<file path="src/rtl/output_port_fifo_pkg.sv">
// Shared constants for the processor output-port FIFO: default geometry and
// the pointer-width helper.
package output_port_fifo_pkg;

    localparam int OUT_FIFO_DEFAULT_DEPTH = 8;
    localparam int PROC_DATA_WIDTH        = 16;

    // Pointer width for a power-of-two FIFO depth.
    function automatic int fifoAddrW(input int depth);
        return $clog2(depth);
    endfunction

endpackage

</file>
<file path="src/rtl/output_port_fifo_storage_ram.sv">
// DEPTH x DATA_WIDTH register array with a synchronous write port and an
// asynchronous read port; contents are not reset.
module fifo_storage_ram #(
    parameter int DATA_WIDTH = 16,
    parameter int DEPTH      = 8,
    parameter int ADDR_W     = 3
) (
    input  logic                  clk,
    input  logic                  we,
    input  logic [ADDR_W-1:0]     waddr,
    input  logic [DATA_WIDTH-1:0] wdata,
    input  logic [ADDR_W-1:0]     raddr,
    output logic [DATA_WIDTH-1:0] rdata
);

    logic [DATA_WIDTH-1:0] mem [DEPTH];

    always_ff @(posedge clk) begin
        if (we) begin
            mem[waddr] <= wdata;
        end
    end

    assign rdata = mem[raddr];

endmodule

</file>
<file path="src/rtl/output_port_fifo.sv">
// Output-port FIFO between the processor output register and a slow consumer.
// Optional repeat-value filter enabled by OUTPUT_PORT_FIFO_CHANGE_DETECT_EN.
module output_port_fifo
    import output_port_fifo_pkg::*;
#(
    parameter int  DATA_WIDTH = PROC_DATA_WIDTH,
    parameter int  DEPTH      = OUT_FIFO_DEFAULT_DEPTH,
    localparam int ADDR_W     = fifoAddrW(DEPTH)
) (
    input  logic                  CLK,
    input  logic                  RST,
    input  logic                  in_write,
    input  logic [DATA_WIDTH-1:0] in_data,
    input  logic                  in_ready,
    input  logic                  in_clr_ovf,
    output logic                  out_valid,
    output logic [DATA_WIDTH-1:0] out_data,
    output logic                  out_full,
    output logic                  out_empty,
    output logic [ADDR_W:0]       out_count,
    output logic                  out_overflow
);

    localparam logic [ADDR_W:0] FULL_COUNT = (ADDR_W + 1)'(DEPTH);

    logic [ADDR_W-1:0]     wrPtr;
    logic [ADDR_W-1:0]     rdPtr;
    logic [ADDR_W:0]       count;
    logic                  overflow;
    logic [DATA_WIDTH-1:0] headWord;
    logic                  isFull;
    logic                  pushReq;
    logic                  push;
    logic                  pop;
    logic                  drop;

`ifdef OUTPUT_PORT_FIFO_CHANGE_DETECT_EN
    logic [DATA_WIDTH-1:0] lastPushed;
    logic                  haveLast;

    // A repeat of the last accepted word is not a push attempt at all,
    // so it can never be counted as a drop.
    assign pushReq = in_write && !(haveLast && (in_data == lastPushed));

    always_ff @(posedge CLK or negedge RST) begin
        if (!RST) begin
            lastPushed <= '0;
            haveLast   <= 1'b0;
        end else if (push) begin
            lastPushed <= in_data;
            haveLast   <= 1'b1;
        end
    end
`else
    assign pushReq = in_write;
`endif

    // Handshake: a word transfers on any rising edge where out_valid and
    // in_ready are both high; out_data is held stable while out_valid is high
    // and in_ready is low. A pop frees a slot in the same cycle, so a push at
    // full is accepted when it coincides with a pop.
    assign isFull = (count == FULL_COUNT);
    assign pop    = out_valid && in_ready;
    assign push   = pushReq && (!isFull || pop);
    assign drop   = pushReq && isFull && !pop;

    always_ff @(posedge CLK or negedge RST) begin
        if (!RST) begin
            wrPtr    <= '0;
            rdPtr    <= '0;
            count    <= '0;
            overflow <= 1'b0;
        end else begin
            if (push) begin
                wrPtr <= wrPtr + ADDR_W'(1);
            end
            if (pop) begin
                rdPtr <= rdPtr + ADDR_W'(1);
            end
            case ({push, pop})
                2'b10:   count <= count + (ADDR_W + 1)'(1);
                2'b01:   count <= count - (ADDR_W + 1)'(1);
                default: count <= count;
            endcase
            // A fresh drop outranks a simultaneous clear.
            if (drop) begin
                overflow <= 1'b1;
            end else if (in_clr_ovf) begin
                overflow <= 1'b0;
            end
        end
    end

    fifo_storage_ram #(
        .DATA_WIDTH(DATA_WIDTH),
        .DEPTH     (DEPTH),
        .ADDR_W    (ADDR_W)
    ) u_storage (
        .clk  (CLK),
        .we   (push),
        .waddr(wrPtr),
        .wdata(in_data),
        .raddr(rdPtr),
        .rdata(headWord)
    );

    // All outputs come from registered state; the head word is masked so an
    // empty FIFO never shows stale storage.
    assign out_valid    = (count != '0);
    assign out_empty    = (count == '0);
    assign out_full     = isFull;
    assign out_count    = count;
    assign out_overflow = overflow;
    assign out_data     = out_valid ? headWord : '0;

endmodule

</file>
<file path="config.mk">
export PLATFORM = sky130hd
export DESIGN_NAME = output_port_fifo
export DESIGN_NICKNAME = d
export VERILOG_FILES = /design/src/rtl/output_port_fifo_pkg.sv /design/src/rtl/output_port_fifo_storage_ram.sv /design/src/rtl/output_port_fifo.sv
export SDC_FILE = /design/constraint.sdc
export NUM_CORES = 1
export LEC_CHECK = 0
export ABC_AREA = 1
export CAP_MARGIN = 10
export CORE_MARGIN = 3
export CORE_UTILIZATION = 55
export DETAILED_ROUTE_END_ITERATION = 7
export PLACE_DENSITY_LB_ADDON = 0.2
export SKIP_CTS_REPAIR_TIMING = 1
export SLEW_MARGIN = 30
export SYNTH_ARGS = -nofsm -noshare
export SYNTH_HDL_FRONTEND = slang
export SYNTH_HIERARCHICAL = 1
export SYNTH_SLANG_ARGS = --single-unit
</file>
<file path="constraint.sdc">
create_clock -name CLK -period 4.8 [get_ports CLK]
set_clock_uncertainty 0.1 [all_clocks]
set_input_delay 0.96 -clock CLK [delete_from_list [all_inputs] [get_ports CLK]]
set_output_delay 0.96 -clock CLK [all_outputs]
set_load 0.01 [all_outputs]
</file>
Word-level counts from Yosys, hierarchy flattened:

Memory sizes are Yosys's and may differ from the RTL's.
Index checks and enable logic that the tools add are counted.

* add/sub/neg operators: 4
* equality and inequality tests: 3
* muxes and demuxes: 6
* reduce and logical (&&, ||, !) cells: 11

Operators by type and width (number)
* 16-bit two-way mux: 1
* 4-bit one-hot mux with 2 select lines: 1
* 3-bit by 1-bit adder with 3-bit output, second input constant: 2
* 4-bit by 1-bit adder with 4-bit output, second input constant: 1
* 4-bit == test, second input constant: 1
* 1-bit logical AND: 4
* 4-bit zero test: 1
* 1-bit two-way mux: 4
* 2-bit nonzero test: 2
* 4-bit nonzero test: 1
* 4-bit by 1-bit subtractor with 4-bit output, second input constant: 1
* 2-bit by 1-bit == test with 1-bit output, second input constant: 1
* 2-bit == test, second input constant: 1
* 1-bit zero test: 2
* 1-bit logical OR: 1

* flip-flop bits (word level): 11
* bits in writable memories: 128
* input bits: 21
* output and inout port bits: 24
* word-level logic and storage cells: 29
* memories: 1

Memories
* u_storage.mem: words 8, width 16, read ports 1, clocked after memory_dff 0, wr ports 1, RTL line output_port_fifo_storage_ram.sv:16 `logic [DATA_WIDTH-1:0] mem [DEPTH];`

Logic depth before layout (Yosys ltp):

Gate-level depths: netlist of the first run.

* depth in word-level cells: 6
* depth in mapped cells: 14
* mapped depth without buffers: 14

Modules after synthesis:

The synthesis of the first run kept the hierarchy.

Modules (own cells, without submodules)
* fifo_storage_ram: instances 1, cells each 571, area an instance 5669.2 sq um, sequential area each 3843.7 sq um
* output_port_fifo: instances 1, cells each 106, area an instance 792.0 sq um, sequential area each 275.3 sq um

Worst setup path before layout of the first run:

No wires, ideal clock.

* path kind: input-to-reg
* start: input port in_ready
* end: memory u_storage.mem[1][0] (enable)
* data arrival time: 2.013 ns
* required time: 4.312 ns
* slack: 2.299 ns
* stages on the path: 6
* buffers on the path: 0
* path through: inv_1 nand2_2 nand2_4 inv_2 nand2_1 nor2_1

* longest elaborated chain between the ends: 5

Ends and longest elaborated chain
* from (decl): RTL line output_port_fifo.sv:14 `input logic in_ready,`
* 1-bit logical AND: RTL line output_port_fifo.sv:63 `assign pop = out_valid && in_ready;`
* 1-bit logical OR: RTL line output_port_fifo.sv:64 `assign push = pushReq && (!isFull || pop);`
* 1-bit logical AND: RTL line output_port_fifo.sv:64
* via push: RTL line output_port_fifo.sv:33 `logic push;`
* 1-bit two-way mux: RTL line output_port_fifo_storage_ram.sv:19 `if (we) begin`
* 1-bit two-way mux (not written as such): RTL line output_port_fifo_storage_ram.sv:20 `mem[waddr] <= wdata;`
* to (decl): RTL line output_port_fifo_storage_ram.sv:16

The timed path passes the listed nets, and every way through them passes these cells.

Worst setup path after layout of the first run:

* start: register rdPtr[1]
* end: output port out_data[14]

* longest elaborated chain between the ends: 2

Ends and longest elaborated chain
* from (decl): RTL line output_port_fifo.sv:27 `logic [ADDR_W-1:0] rdPtr;`
* from (signal assigned): RTL line output_port_fifo.sv:78 `rdPtr <= rdPtr + ADDR_W'(1);`
* memory 8 x 16 bit
* via headWord[14]: RTL line output_port_fifo.sv:30 `logic [DATA_WIDTH-1:0] headWord;`
* 16-bit two-way mux: RTL line output_port_fifo.sv:114 `assign out_data = out_valid ? headWord : '0;`
* to (decl): RTL line output_port_fifo.sv:17 `output logic [DATA_WIDTH-1:0] out_data,`

The timed path passes the listed nets, and every way through them passes these cells.

==> impl_metrics.toml, run 1 <==
[routing]
drtAntennaViolNets = 0
drt_iter0_markers = 351
drc = 0
post_drt_wl_per_cell_microns = 15.42
wl_microns = 13620
drt-pass1-iter-count = 5
vias_per_cell = 5.026
vias = 4438

[power]
vdd_drop_max_uv = 375.8
power_switching_mw = 1.698
power_density_nw_per_um2 = 617.1
power.internal_mw = 2.944
power_mw = 4.642
leakage_nw = 3.520
sw_frac_of_total = 0.3658
pwr-share-comb = 0.403
pwr-share-seq = 0.349
clkPwrFrac = 0.247

[job]
maxCapViolCount = 0

[placement]
dp_hpwl_microns = 7707
port_buffers = 44
place_area_sq_um = 7005
dp_cells = 851
gp_congestion = 0.7973

[clock_network]
cts_buffers = 17
cts.sink_count = 139
worstSkewPairLatency_ps = 410
cts-root-buf = "clkbuf_16"
cts_buffer_depth = 2
cts_htree_levels = 4
clkTransAtPathRegs_ps = 50
tritoncts = "built"

[floorplanning]
die_height_microns = 114.4
pin_count = 45
dieArea_sq_um = 13080
die-width_microns = 114.4
rows = 38
initial_core_util = 0.5783
placeableCoreArea_sq_um = 11170

[worst_setup_path]
worstPathArrival_ps = 2490
crit_type = "register to primary output"
cp_data_required_time_ps = 3740
setup.worst_path.end_class = "primary output"
reg2reg_depth = 9
worstReg2RegStart = "out_count[0]"
cp-start-kind = "register"
cp_max_fo = 24
r2r_setup_slack_ps = 2380
worstReg2RegEnd = "u_storage/mem[0][0]"

[timing]
rsz0062_at_grt = "no"
relSlewSlack = 0.4958
fmax_ghz = 0.2813
tns_ps = 0
timing.final.crit_period_ps = 3555
worst_pin_slew_ps = 753.6
slew_violations = 0
setup_viol = 0
fin_crit_sh = 0.7406
hold_viol = 0

[synthesis]
ys_top_cells_by_area = "edfxtp_1 (59%), nand2_1 (13%), inv_1 (9.2%)"
ys_types = 22
synth-seq-cells = 139
synthArstFlopShare = 0.07914
synth_ff_type = "edfxtp_1"
synth.top_cell.area_share = 0.5949
yosysWarnings = 6
yosysSeqAreaShare = 0.6375
synth-edff-count = 128
synth_cells = 677
synth_top_cell_by_area = "edfxtp_1"
syn-cell-area_sq_um = 6461
avgSynthCellArea_sq_um = 9.544
syn_nets = 703

[layout]
fin_area_sq_um = 7523
layout.cells.non_filler = 883
final_nets = 756
drive_gt1_frac = 0.07402
area_growth_syn_to_layout_pct = 16.44
n_antenna_cell = 0

[hold_path]
worstHoldStart = "out_overflow"
hp-class = "register to register"
hold_depth = 2
hold_path_end = "out_overflow"

[grt]
grt_antenna_before_repair = 0
first_global_vias = 4460
grt_overflow = 0
grt_use_total = 0.2238
grt_pass1_wl_microns = 22170
grt_max_degree = 67

[run_status]
outcome = "complete, no violations"
## registers in the layout, summed over array words and instances, names as in the netlist
name / flops
out_overflow: 1
out_count: 4
rdPtr: 3
u_storage/mem: 128
wrPtr: 3
## critical path, cell delays in order, from the launching register on
cell             delay, ps
dfrtp_1                370
inv_1                  250
buf_4                  390
nand3_1                120
nand2_1                 80
nand2_1                 60
nand2_1                110
inv_1                   50
nor2_1                 100
clkdlybuf4s50_1        550
## metrics by stage
step,hold slack (ps),setup WS (ps),utilization
after CTS,434.9,1242,0.6733
after floorplan,336.4,2299,-
after detailed placement,423.0,1542,0.6270
after global routing,462.0,1056,0.6733
after global placement,413.6,1535,0.6268
final,431.9,1245,0.6733
## final cells by class
type                    count  area, sq um
flip-flops and latches    139         4120
clock inverters            12        81.33
fillers                   872         3650
well taps                 140        175.2
repair buffers             58        545.5
multi-input cells         350         1546
clock buffers              20        436.7
inverters                 164        618.1
## cell usage after synthesis (3+ instances only)
cell	n
buf_4	4
xnor2_1	5
buf_2	12
edfxtp_1	128
nand2_1	230
dfrtp_1	11
buf_6	8
inv_1	158
o21ai_0	3
nor2_1	25
nand3_1	67
ha_1	5
inv_2	6
## worst max-delay path by stage
stage	startpoint	end	slack [ps]	depth (start not counted)
after floorplan	in_ready	u_storage/mem[1][0]	2300	6
after global placement	rdPtr[0]	out_data[14]	1540	9
after detailed placement	in_ready	u_storage/mem[0][14]	1540	8
after CTS	rdPtr[1]	out_data[14]	1240	9
after global routing	rdPtr[1]	out_data[14]	1060	9
final	rdPtr[1]	out_data[14]	1250	9
## kinds of logic (layout without fill, tap and decap cells)
group | count (synthesis) | after routing | synth area share
and+or+nand+nor | 332 | 332 | 0.2155
buffers and inverters | 188 | 254 | 0.1232
DFF | 139 | 139 | 0.6375
xor gates and xnor gates | 7 | 7 | 0.009489
AOI/OAI and AO/OA | 6 | 6 | 0.004646
adders and majority gates | 5 | 5 | 0.009682
## power by group through the flow
stage,combinational (mW),clock (mW),sequential [mW]
floorplan,1.24,0,1.64
global placement,1.83,0,1.63
detailed placement,1.85,0,1.64
CTS,1.88,1.17,1.62
global route,2.11,1.22,1.64
finish,1.87,1.15,1.62
## per-layer routing
metal | track usage | wire, microns
met1 | 0.2835 | 5756
met2 | 0.3725 | 6844
met3 | 0.04651 | 736
met4 | 0.09818 | 277
met5 | 0 | 0
## layout by cell type, fill, tap and decap left out
cell             instances
edfxtp_1               128
bufinv_16                1
nand2_2                  2
xnor2_1                  5
clkinvlp_4               1
clkbuf_1                 3
buf_4                   14
a21oi_1                  1
inv_2                    5
nand3_1                 67
inv_1                  158
nand2_1                230
inv_4                    1
nor2_2                   2
nand2_4                  2
clkbuf_16               17
clkdlybuf4s50_1         44
nor2_4                   1
nand4_4                  1
nand3_2                  2
ha_1                     5
clkinv_2                 5
clkinv_1                 5
dfrtp_1                 10
o21ai_1                  2
xor2_1                   2
nor2_1                  25
dfrtp_2                  1
o21ai_0                  3
Power figures use the tool's default switching activity.
==> inputs of run 2 (changes only) <==
==> constraint.sdc (replaced) <==
create_clock -name CLK -period 3.7 [get_ports CLK]
set_clock_uncertainty 0.1 [all_clocks]
set_input_delay 0.74 -clock CLK [delete_from_list [all_inputs] [get_ports CLK]]
set_output_delay 0.74 -clock CLK [all_outputs]
set_load 0.01 [all_outputs]
==> impl_metrics.toml, run 2 (synthesized netlist as in run 1, its figures left out) <==
[clock_network]
cts_buffers = 17
cts-root-buf = "clkbuf_16"
cts.sink_count = 139
tritoncts = "built"
worstSkewPairLatency_ps = 420
cts_buffer_depth = 2
cts_htree_levels = 4
clkTransAtPathRegs_ps = 50

[routing]
wl_microns = 13340
drt_iter0_markers = 391
drt-pass1-iter-count = 5
vias = 4447
drc = 0
post_drt_wl_per_cell_microns = 14.93
vias_per_cell = 4.980
drtAntennaViolNets = 0

[layout]
drive_gt1_frac = 0.08499
final_nets = 766
largest_reg_flops = 128
fin_area_sq_um = 7572
layout_common_cells = "nand2_1 (230), inv_1 (158), edfxtp_1 (128)"
layout.cells.non_filler = 893
n_antenna_cell = 0
area_growth_syn_to_layout_pct = 17.20
layout_commonest_cell = "nand2_1"
regMostFlops = "u_storage/mem"

[timing]
relSlewSlack = 0.4900
timing.final.crit_period_ps = 3361
hold-worst-slack_ps = 427.4
hold_viol = 0
worst_pin_slew_ps = 764.2
fmax_ghz = 0.2975
setup_viol = 0
fin_crit_sh = 0.9084
rsz0062_at_grt = "no"
tns_ps = 0
slew_violations = 0

[power]
vdd_drop_max_uv = 500.0
leakage_nw = 3.555
power_density_nw_per_um2 = 787.9
power_mw = 5.966

[placement]
port_buffers = 44
gp_congestion = 0.7920
dp_hpwl_microns = 8014
dp_cells = 861
place_area_sq_um = 7078

[floorplanning]
initial_core_util = 0.5783
placeableCoreArea_sq_um = 11170
rows = 38
dieArea_sq_um = 13080
die_height_microns = 114.4
pin_count = 45
die-width_microns = 114.4

[hold_path]
hp-class = "register to register"
hold_path_end = "out_overflow"
hold_depth = 2
worstHoldStart = "out_overflow"

[worst_setup_path]
setup.worst_path.end_class = "primary output"
worstPathArrival_ps = 2520
r2r_setup_slack_ps = 1490
reg2reg_depth = 13
crit_type = "register to primary output"
cp_data_required_time_ps = 2860
cp-start-kind = "register"
cp_max_fo = 30
worstReg2RegEnd = "out_count[2]"
worstReg2RegStart = "out_count[0]"

[grt]
grt_pass1_wl_microns = 21320
grt_overflow = 0
grt_max_degree = 67
grt_antenna_before_repair = 0
grt_use_total = 0.2181
first_global_vias = 4365

[job]
maxCapViolCount = 0

[run_status]
outcome = "complete, no violations"
## run 2: cell types whose count changed in the layout (fill, tap and decap cells not counted)
cell	delta
buf_4	+10
bufinv_16	-1
clkinv_1	+1
clkinv_2	-1
clkinvlp_4	+1
inv_2	+1
inv_4	-1
## run 2: final cells by class
| cell class | count | area, sq um |
|---|---|---|
| well taps | 140 | 175.2 |
| inverters | 164 | 615.6 |
| fillers | 826 | 3601 |
| flip-flops and latches | 139 | 4120 |
| clock buffers | 20 | 436.7 |
| multi-input cells | 350 | 1546 |
| repair buffers | 68 | 620.6 |
| clock inverters | 12 | 57.56 |
## run 2: worst max path at each step
stage,startpoint,depth (start not counted),to
after floorplan,in_ready,6,u_storage/mem[1][0]
after global placement,rdPtr[0],10,out_data[6]
after detailed placement,rdPtr[0],10,out_data[6]
after CTS,rdPtr[0],10,out_data[6]
after global routing,rdPtr[0],10,out_data[1]
final,rdPtr[0],10,out_data[6]
## run 2: routing by layer
layer | share of wire | global-route usage
met5 | 0 | 0
met4 | 0.032 | 0.1196
met3 | 0.063 | 0.04334
met2 | 0.48 | 0.3555
met1 | 0.42 | 0.2741
## run 2: power breakdown
group	switching (mW)	internal [mW]	total (mW)
Combinational	1.49	0.966	2.45
Clock	0.586	0.833	1.42
Sequential	0.110	1.99	2.10
Total	2.18	3.78	5.97
## run 2: critical path: stages, from the launching register on
cell	delay [ps]
dfrtp_2	400
inv_2	400
buf_4	350
nand2_1	100
nand3_1	80
nand2_1	70
nand2_1	60
nand2_1	50
inv_1	50
nor2_1	30
clkdlybuf4s50_1	490
## run 2: stage by stage
| step | setup slack, ps | utilization |
|---|---|---|
| after floorplan | 1419 | - |
| after global placement | 838.6 | 0.6335 |
| after detailed placement | 779.2 | 0.6335 |
| after CTS | 319.8 | 0.6777 |
| after global routing | 135.3 | 0.6777 |
| final | 338.7 | 0.6777 |
